### config.mk
export PLATFORM = sky130hd
export DESIGN_NAME = router_bypass_ctrl
export DESIGN_NICKNAME = d
export VERILOG_FILES = /design/src/rtl/router_ctrl_pkg.sv /design/src/rtl/vc_occ_counter.sv /design/src/rtl/router_bypass_ctrl.sv
export SDC_FILE = /design/constraint.sdc
export NUM_CORES = 1
export LEC_CHECK = 0
export ABC_AREA = 1
export ABC_CLOCK_PERIOD_IN_PS = 1850
export BUFFER_PORTS_ARGS = -buffer_cell sky130_fd_sc_hd__buf_4
export CELL_PAD_IN_SITES_DETAIL_PLACEMENT = 0
export CELL_PAD_IN_SITES_GLOBAL_PLACEMENT = 1
export CORE_ASPECT_RATIO = 0.75
export CORE_MARGIN = 3
export CORE_UTILIZATION = 23
export DETAILED_ROUTE_END_ITERATION = 16
export PLACE_DENSITY_LB_ADDON = 0.1
export SLEW_MARGIN = 15
export SYNTH_ARGS = -nofsm -noshare
export SYNTH_HDL_FRONTEND = slang
export SYNTH_SLANG_ARGS = --single-unit
### constraint.sdc
create_clock -name clk -period 1.85 [get_ports clk]
set_input_delay 0.0925 -clock clk [delete_from_list [all_inputs] [get_ports clk]]
set_output_delay 0.0925 -clock clk [all_outputs]
set_load 0.005 [all_outputs]
### src/rtl/router_ctrl_pkg.sv
// Shared types and defaults for the router bypass controller and its
// per-VC occupancy counters.
package router_ctrl_pkg;

  typedef enum logic [2:0] {
    RUN       = 3'd0,
    DRAIN     = 3'd1,
    ENTER     = 3'd2,
    BYPASS    = 3'd3,
    EXIT_WAIT = 3'd4,
    LEAVE     = 3'd5
  } ctrlState_e;

  localparam int DEF_NUM_PORTS     = 5;
  localparam int DEF_NUM_VCS       = 2;
  localparam int DEF_VC_W          = 1;
  localparam int DEF_BUF_DEPTH     = 4;
  localparam int DEF_QUIET_CYCLES  = 8;
  localparam int DEF_SETTLE_CYCLES = 2;
  localparam int DEF_DRAIN_TIMEOUT = 1024;

  // Bits needed to count 0..depth inclusive.
  function automatic int occWidth(input int depth);
    return $clog2(depth + 1);
  endfunction

endpackage

### src/rtl/vc_occ_counter.sv
// Saturating up/down occupancy counter for one (port, VC) input buffer.
// err flags an attempted underflow or overflow in the current cycle.
module vc_occ_counter
  import router_ctrl_pkg::*;
#(
  parameter int DEPTH = DEF_BUF_DEPTH,
  parameter int W     = occWidth(DEF_BUF_DEPTH)
) (
  input  logic         clk,
  input  logic         reset,
  input  logic         clear,
  input  logic         inc,
  input  logic         dec,
  output logic [W-1:0] count,
  output logic         err
);

  logic atFull;
  logic atEmpty;

  assign atFull  = (count == W'(DEPTH));
  assign atEmpty = (count == '0);

  always_comb begin
    err = 1'b0;
    if (inc && !dec && atFull) err = 1'b1;
    if (dec && !inc && atEmpty) err = 1'b1;
  end

  // A simultaneous increment and decrement cancel out.
  always_ff @(posedge clk or negedge reset) begin
    if (!reset) begin
      count <= '0;
    end else if (clear) begin
      count <= '0;
    end else if (inc && !dec && !atFull) begin
      count <= count + 1'b1;
    end else if (dec && !inc && !atEmpty) begin
      count <= count - 1'b1;
    end
  end

endmodule

### src/rtl/router_bypass_ctrl.sv
// Sequences a VC router between normal operation and registered bypass,
// entering only when the buffers are empty and the inputs have been quiet.
module router_bypass_ctrl
  import router_ctrl_pkg::*;
#(
  parameter int NUM_PORTS     = DEF_NUM_PORTS,
  parameter int NUM_VCS       = DEF_NUM_VCS,
  parameter int VC_W          = DEF_VC_W,
  parameter int BUF_DEPTH     = DEF_BUF_DEPTH,
  parameter int QUIET_CYCLES  = DEF_QUIET_CYCLES,
  parameter int SETTLE_CYCLES = DEF_SETTLE_CYCLES,
  parameter int DRAIN_TIMEOUT = DEF_DRAIN_TIMEOUT
) (
  input  logic                         clk,
  input  logic                         reset,
  input  logic                         req_bypass,
  input  logic [NUM_PORTS-1:0]         in_flit_valid,
  input  logic [NUM_PORTS*VC_W-1:0]    in_flit_vc,
  input  logic [NUM_PORTS*NUM_VCS-1:0] in_credit_grant,
  output logic                         bypass_o,
  output logic                         bypass_ack,
  output logic                         drain_abort,
  output logic                         occ_err,
  output logic [2:0]                   state_o
);

  localparam int OCC_W = occWidth(BUF_DEPTH);
  localparam int QW    = $clog2(QUIET_CYCLES + 1);
  localparam int SW    = $clog2(SETTLE_CYCLES + 1);
  localparam int TW    = $clog2(DRAIN_TIMEOUT + 1);
  localparam int NCNT  = NUM_PORTS * NUM_VCS;

  ctrlState_e    state;
  logic [QW-1:0] quietCnt;
  logic [SW-1:0] settleCnt;
  logic [TW-1:0] drainCnt;
  logic [NCNT-1:0] cntZero;
  logic [NCNT-1:0] cntErr;
  logic empty;
  logic idle;
  logic clearOcc;

  // Counters are frozen whenever the router is bypassed, and wiped in
  // EXIT_WAIT so the router restarts from a clean slate.
  for (genvar p = 0; p < NUM_PORTS; p++) begin : gPort
    for (genvar v = 0; v < NUM_VCS; v++) begin : gVc
      logic             incOcc;
      logic             decOcc;
      logic [OCC_W-1:0] occCount;

      assign incOcc = in_flit_valid[p] && (in_flit_vc[p*VC_W +: VC_W] == VC_W'(v)) && !bypass_o;
      assign decOcc = in_credit_grant[p*NUM_VCS + v] && !bypass_o;
      assign cntZero[p*NUM_VCS + v] = (occCount == '0);

      vc_occ_counter #(.DEPTH(BUF_DEPTH), .W(OCC_W)) uOcc (
        .clk   (clk),
        .reset (reset),
        .clear (clearOcc),
        .inc   (incOcc),
        .dec   (decOcc),
        .count (occCount),
        .err   (cntErr[p*NUM_VCS + v])
      );
    end
  end

  assign empty    = &cntZero;
  assign idle     = ~|in_flit_valid;
  assign clearOcc = (state == EXIT_WAIT);
  assign state_o  = state;

  always_ff @(posedge clk or negedge reset) begin
    if (!reset) occ_err <= 1'b0;
    else if (|cntErr) occ_err <= 1'b1;
  end

  // DRAIN checks the registered quiet count, giving 1 + QUIET_CYCLES latency;
  // EXIT_WAIT leaves on the QUIET_CYCLES-th consecutive idle cycle itself.
  always_ff @(posedge clk or negedge reset) begin
    if (!reset) begin
      state       <= RUN;
      quietCnt    <= '0;
      settleCnt   <= '0;
      drainCnt    <= '0;
      bypass_o    <= 1'b0;
      bypass_ack  <= 1'b0;
      drain_abort <= 1'b0;
    end else begin
      drain_abort <= 1'b0;
      unique case (state)
        RUN: begin
          bypass_o   <= 1'b0;
          bypass_ack <= 1'b0;
          if (req_bypass) begin
            state    <= DRAIN;
            quietCnt <= '0;
            drainCnt <= '0;
          end
        end
        DRAIN: begin
          if (!req_bypass) begin
            state <= RUN;
          end else if (quietCnt == QW'(QUIET_CYCLES)) begin
            state     <= ENTER;
            bypass_o  <= 1'b1;
            settleCnt <= '0;
          end else if (drainCnt == TW'(DRAIN_TIMEOUT - 1)) begin
            state       <= RUN;
            drain_abort <= 1'b1;
          end else begin
            drainCnt <= drainCnt + 1'b1;
            if (empty && idle) quietCnt <= quietCnt + 1'b1;
            else quietCnt <= '0;
          end
        end
        ENTER: begin
          if (settleCnt == SW'(SETTLE_CYCLES - 1)) begin
            state      <= BYPASS;
            bypass_ack <= 1'b1;
          end else begin
            settleCnt <= settleCnt + 1'b1;
          end
        end
        BYPASS: begin
          if (!req_bypass) begin
            state    <= EXIT_WAIT;
            quietCnt <= '0;
          end
        end
        EXIT_WAIT: begin
          if (req_bypass) begin
            state <= BYPASS;
          end else if (idle && quietCnt == QW'(QUIET_CYCLES - 1)) begin
            state     <= LEAVE;
            bypass_o  <= 1'b0;
            settleCnt <= '0;
          end else if (idle) begin
            quietCnt <= quietCnt + 1'b1;
          end else begin
            quietCnt <= '0;
          end
        end
        LEAVE: begin
          if (settleCnt == SW'(SETTLE_CYCLES - 1)) begin
            state      <= RUN;
            bypass_ack <= 1'b0;
          end else begin
            settleCnt <= settleCnt + 1'b1;
          end
        end
        default: begin
          state      <= RUN;
          bypass_o   <= 1'b0;
          bypass_ack <= 1'b0;
        end
      endcase
    end
  end

endmodule
# Yosys cells after proc, flatten, opt, wreduce, memory -nomap -nowiden
# Cells that the tools add are included.
[classes]
add_sub_neg = 23
eq_ne = 33
mux = 93
n_bitwise = 7
reduce_logical = 170
[ops]
columns = ["operator", "count"]
rows = [
  ["3-bit two-way mux", 39],
  ["1-bit logical AND", 92],
  ["11-bit two-way mux", 4],
  ["1-bit logical NOT", 42],
  ["3-bit == test (second input constant)", 12],
  ["4-bit two-way mux", 9],
  ["3-bit logical NOT", 11],
  ["3-bit nonzero test", 11],
  ["3-bit by 1-bit adder with 3-bit output (second input constant)", 10],
  ["1-bit two-way mux", 30],
  ["3-bit by 1-bit subtractor with 3-bit output (second input constant)", 10],
  ["2-bit != test (second input constant)", 11],
  ["11-bit one-hot mux with 2 select lines", 1],
  ["3-bit one-hot mux with 6 select lines", 1],
  ["4-bit one-hot mux with 4 select lines", 1],
  ["6-bit AND reduction", 2],
  ["11-bit by 1-bit adder with 11-bit output (second input constant)", 1],
  ["11-bit by 10-bit == test with 1-bit output (second input constant)", 1],
  ["2-bit two-way mux", 5],
  ["10-bit AND reduction", 1],
  ["5-bit AND reduction", 2],
  ["10-bit OR reduction", 1],
  ["8-bit AND reduction", 1],
  ["1-bit NOT", 7],
  ["other kinds (18)", 21],
]
[word_totals]
ff_bits = 54
output_inout_bits = 7
elab_cells = 344

# Logic depth before layout (Yosys ltp)
[logic_depth]
depth_word = 9
ltp_mapped = 12

# Hierarchy
# Synthesis repeated with hierarchy kept, for this count alone.
[unflattened]
cells_unflattened = 663
area_unflattened_um2 = 4515.6
[modules_own_cells]
columns = ["module", "n_inst", "cells_each", "area_per_inst_um2", "seq_area_each_um2"]
rows = [
  ["vc_occ_counter", 10, 38, 266.5, 75.1],
  ["router_bypass_ctrl", 1, 283, 1850.5, 600.6],
]

# Worst setup path before layout
# OpenSTA, ideal clock, no wires.
[synth_path]
path_kind = "reg2reg"
start = "reg bypass_o"
end = "reg gPort[2].gVc[0].uOcc.count[1]"
arrival_ns = 1.579
slack_ns = 0.177
path_stages_with_launch = 8
path_buffers = 0
cell_sequence = "dfrtp_1 -> inv_2 -> nand3b_1 -> nor2_1 -> nand2_1 -> inv_1 -> fa_1 -> a211oi_1"
[synth_via]
elab_chain_cells = 7
elab_cells_between_ends = 12
[synth_lines]
columns = ["item", "line", "rtl"]
rows = [
  ["start: declaration", "router_bypass_ctrl.sv:20", "output logic bypass_o,"],
  ["start signal: assignment", "router_bypass_ctrl.sv:85", "bypass_o <= 1'b0;"],
  ["start signal: assignment", "router_bypass_ctrl.sv:92", "bypass_o <= 1'b0;"],
  ["start signal: assignment", "router_bypass_ctrl.sv:105", "bypass_o <= 1'b1;"],
  ["1-bit logical NOT (*)", "router_bypass_ctrl.sv:51, router_bypass_ctrl.sv:52", ""],
  ["1-bit logical AND", "router_bypass_ctrl.sv:52", "assign decOcc = in_credit_grant[p*NUM_VCS + v] && !bypass_o;"],
  ["1-bit logical NOT", "vc_occ_counter.sv:36", "end else if (inc && !dec && !atFull) begin"],
  ["1-bit logical AND (2 in series)", "vc_occ_counter.sv:36", ""],
  ["3-bit two-way mux", "vc_occ_counter.sv:36", ""],
  ["3-bit two-way mux", "vc_occ_counter.sv:34", "end else if (clear) begin"],
  ["end signal: assignment", "vc_occ_counter.sv:37", "count <= count + 1'b1;"],
  ["end signal: assignment", "vc_occ_counter.sv:39", "count <= count - 1'b1;"],
  ["end: declaration", "vc_occ_counter.sv:14", "output logic [W-1:0] count,"],
]
# Every way passes the cells marked *; elsewhere a longest branch is shown, timed or not.
# A chain may end at the register's enable or synchronous reset.

# Worst setup path after layout
# Same ends and word-level chain as after synthesis.

==> metrics.txt <==
status=completed; Post-Syn Area per Cell=7.13 um2; Worst-Skew Late Latency=0.31 ns; GRT Total Usage=0.126; GP Congestion=0.801; Reg2Reg Depth=7; antenna violation net count after detailed routing=0; Clk pin slew, worst setup/hold paths=0.08 ns; DRC=0; Pwr Density=1340 nW/um2; CTS root buffer=clkbuf_16; endpoint class of the critical path=register; I/O Buffers=29; final worst-path cycle share=0.954; Async S/R FF share, synth=1.00; Mapped Cells=554; synth top area cells=dfrtp_1 34%, nand2_1 11%, inv_1 7.7%, nand3_1 6.2%, nor2_1 5.8%; layout cell share with drive strength beyond 1=0.188; TritonCTS clock tree=built; Mapped Nets=591; Hold Path End=drain_abort; DIE AREA=18800 um2; post-synthesis sequential area ratio=0.342; adder-cell share of the synthesized area=0.0633; Fin Setup TNS=0 ns; hpwl dp=8640 um; Post-synth EDFFs=0; Initial Util=0.241; initial antenna violation count=0; most frequent cells in the layout=120 x nand2_1, 81 x inv_1, 58 x nor2_1, 57 x buf_4, 53 x dfrtp_1; final max-slew violation count=0; WS Path Type=reg2reg; Final Hold Viols=0; htree depth=2; worst min path class=in2reg; Critical Path Source Type=register; clock skew=0.00910 ns; deepest clock path buffer count=2; Worst Max-Slew Pin Slew=0.409 ns; Final Total Pwr=0.00652 W; worst setup margin=0.0855 ns; Top FF cell, synth=dfrtp_1; Rel. slew slack=0.725; total CTS buffers=5; vias per cell=4.43; library cells used by synthesis=40; global-route wire length before repair=18800 um; row count=40; post-synthesis register bit count=54; Inst Count DP=814; Nets=652; Initial DRC Count=233; fin crit period=1.76 ns; routed wire length=11200 um; Util after Layout=0.296; Clock Sinks=54; pre-CTS setup slack=0.0341 ns; multiplexer area fraction after synthesis=0.00253; Post-Synth Simple-Gate Area=0.345; largest area contributor in the netlist=dfrtp_1; Die Y=120 um; highest ir drop seen on vdd=0.412 mV; area growth from synthesis to layout=22.8%; vias=3662; Initial DRT Pass Iterations=5; fin cells=826; Cell Area, Synth=3950 um2; Worst EP arrival=1.99 ns; post-synth top area share=0.342; commonest non-fill, non-tap cell in the layout=nand2_1; reg2reg start=bypass_o; WP data required=2.07 ns; reg2reg end=gPort[2].gVc[0].uOcc.count[1]; Die X=157 um; largest family of logic cells by synthesized area=simple AND/OR/NAND/NOR gates; CP max FO=6; # setup viols final=0; P_leak=2.35 nW; largest net degree at the start of global routing=31; routed len/inst=13.5 um; Worst Min Path Start=req_bypass; yosys warns=0; Max Cap Viol=0; WHS Path Cells=3; reg2reg setup slack=0.09 ns; diode count=0; Core Footprint=16400 um2; post-synthesis xor/xnor area fraction=0.0111; num ports=30; Max Clk Rate=567 MHz; Compound-Gate Fraction of Synth Area=0.132; grt ovf=0; number of global-route vias before repair=3521
-- metal layers --
metal	share of wire	vias up	GRT usage
li1	-	1931	-
met1	0.54	1670	0.193
met2	0.42	53	0.182
met3	0.029	8	0.0242
met4	0.010	0	0.0298
met5	0	-	0
-- worst max-delay path by stage --
stage                   from                             to  cells past startpoint
finish              bypass_o  gPort[2].gVc[0].uOcc.count[1]                      7
global route        bypass_o  gPort[2].gVc[0].uOcc.count[1]                      7
CTS                 bypass_o  gPort[0].gVc[0].uOcc.count[1]                      8
detailed placement  bypass_o  gPort[2].gVc[0].uOcc.count[1]                      7
global placement    bypass_o  gPort[3].gVc[0].uOcc.count[1]                     10
floorplan           bypass_o  gPort[2].gVc[0].uOcc.count[1]                      7
-- registers in the layout, indices dropped and copies added (netlist names), 2 cells and up --
register / count
gPort.gVc.uOcc.count: 30
drainCnt: 11
quietCnt: 4
state_o: 3
settleCnt: 2
-- stage by stage --
stage	cell area [um2]	hold WS (ns)
after floorplan	3950	-0.203
after global placement	4630	0.0438
after detailed placement	4630	0.0473
after CTS	4800	0.102
after global routing	4850	0.112
final	4850	0.109
-- what timing repair did --
action / CTS / global route
hold buffers: 1 / 0
resized for setup: 0 / 12
endpoints found under the setup margin: 0 / 21
buffers inserted: 0 / 2
endpoints found under the hold margin: 24 / 0
-- synth_stat cells, types with 2 or more instances --
cell / number
nand3_4: 2
nand3_1: 49
nor2_4: 4
xor2_1: 3
or2_2: 2
nor2_2: 8
inv_1: 81
inv_2: 9
buf_6: 2
fa_1: 10
nor2_1: 61
nand3_2: 2
nor3_1: 13
o21bai_1: 5
o22ai_1: 9
nand4_1: 20
a21oi_1: 17
a211oi_1: 5
nand2_2: 3
o21ai_2: 2
o21ai_0: 34
ha_1: 4
o31ai_2: 3
dfrtp_1: 54
xnor2_1: 2
and2_1: 2
nand3b_1: 2
o2111ai_1: 2
buf_2: 3
buf_4: 3
o21ai_1: 8
o21a_1: 3
nand2_1: 120
-- kinds of logic (layout without fill, tap and decap cells) --
group / count (synthesis) / count (layout)
and+or+nand+nor: 292 / 292
buffers and inverters: 100 / 162
AOI/OAI and AO/OA: 88 / 88
DFF: 54 / 54
adders and majority gates: 14 / 14
xor gates and xnor gates: 5 / 5
muxes: 1 / 1
-- critical path, cell delays in order (launching register included) --
cell,delay (ns)
dfrtp_2,0.45
clkinv_4,0.09
nand3b_1,0.11
nor2_1,0.14
nand2_1,0.11
inv_1,0.10
fa_2,0.44
a211oi_1,0.23
-- where the power goes --
group	total (W)	internal [W]	switching, W
Combinational	0.00343	0.00133	0.00210
Sequential	0.00197	0.00159	0.000371
Clock	0.00112	0.000643	0.000481
Total	0.00652	0.00356	0.00295
-- final cells by class --
cell class              count  area (um2)
flip-flops and latches     54        1350
repair inverters            1        5.00
inverters                  92         358
clock buffers               7         133
well taps                 210         263
multi-input cells         400        2220
clock inverters             1        30.0
fillers                  1804       11600
repair buffers             61         498
No activity file was read; power rests on OpenSTA's default activity.
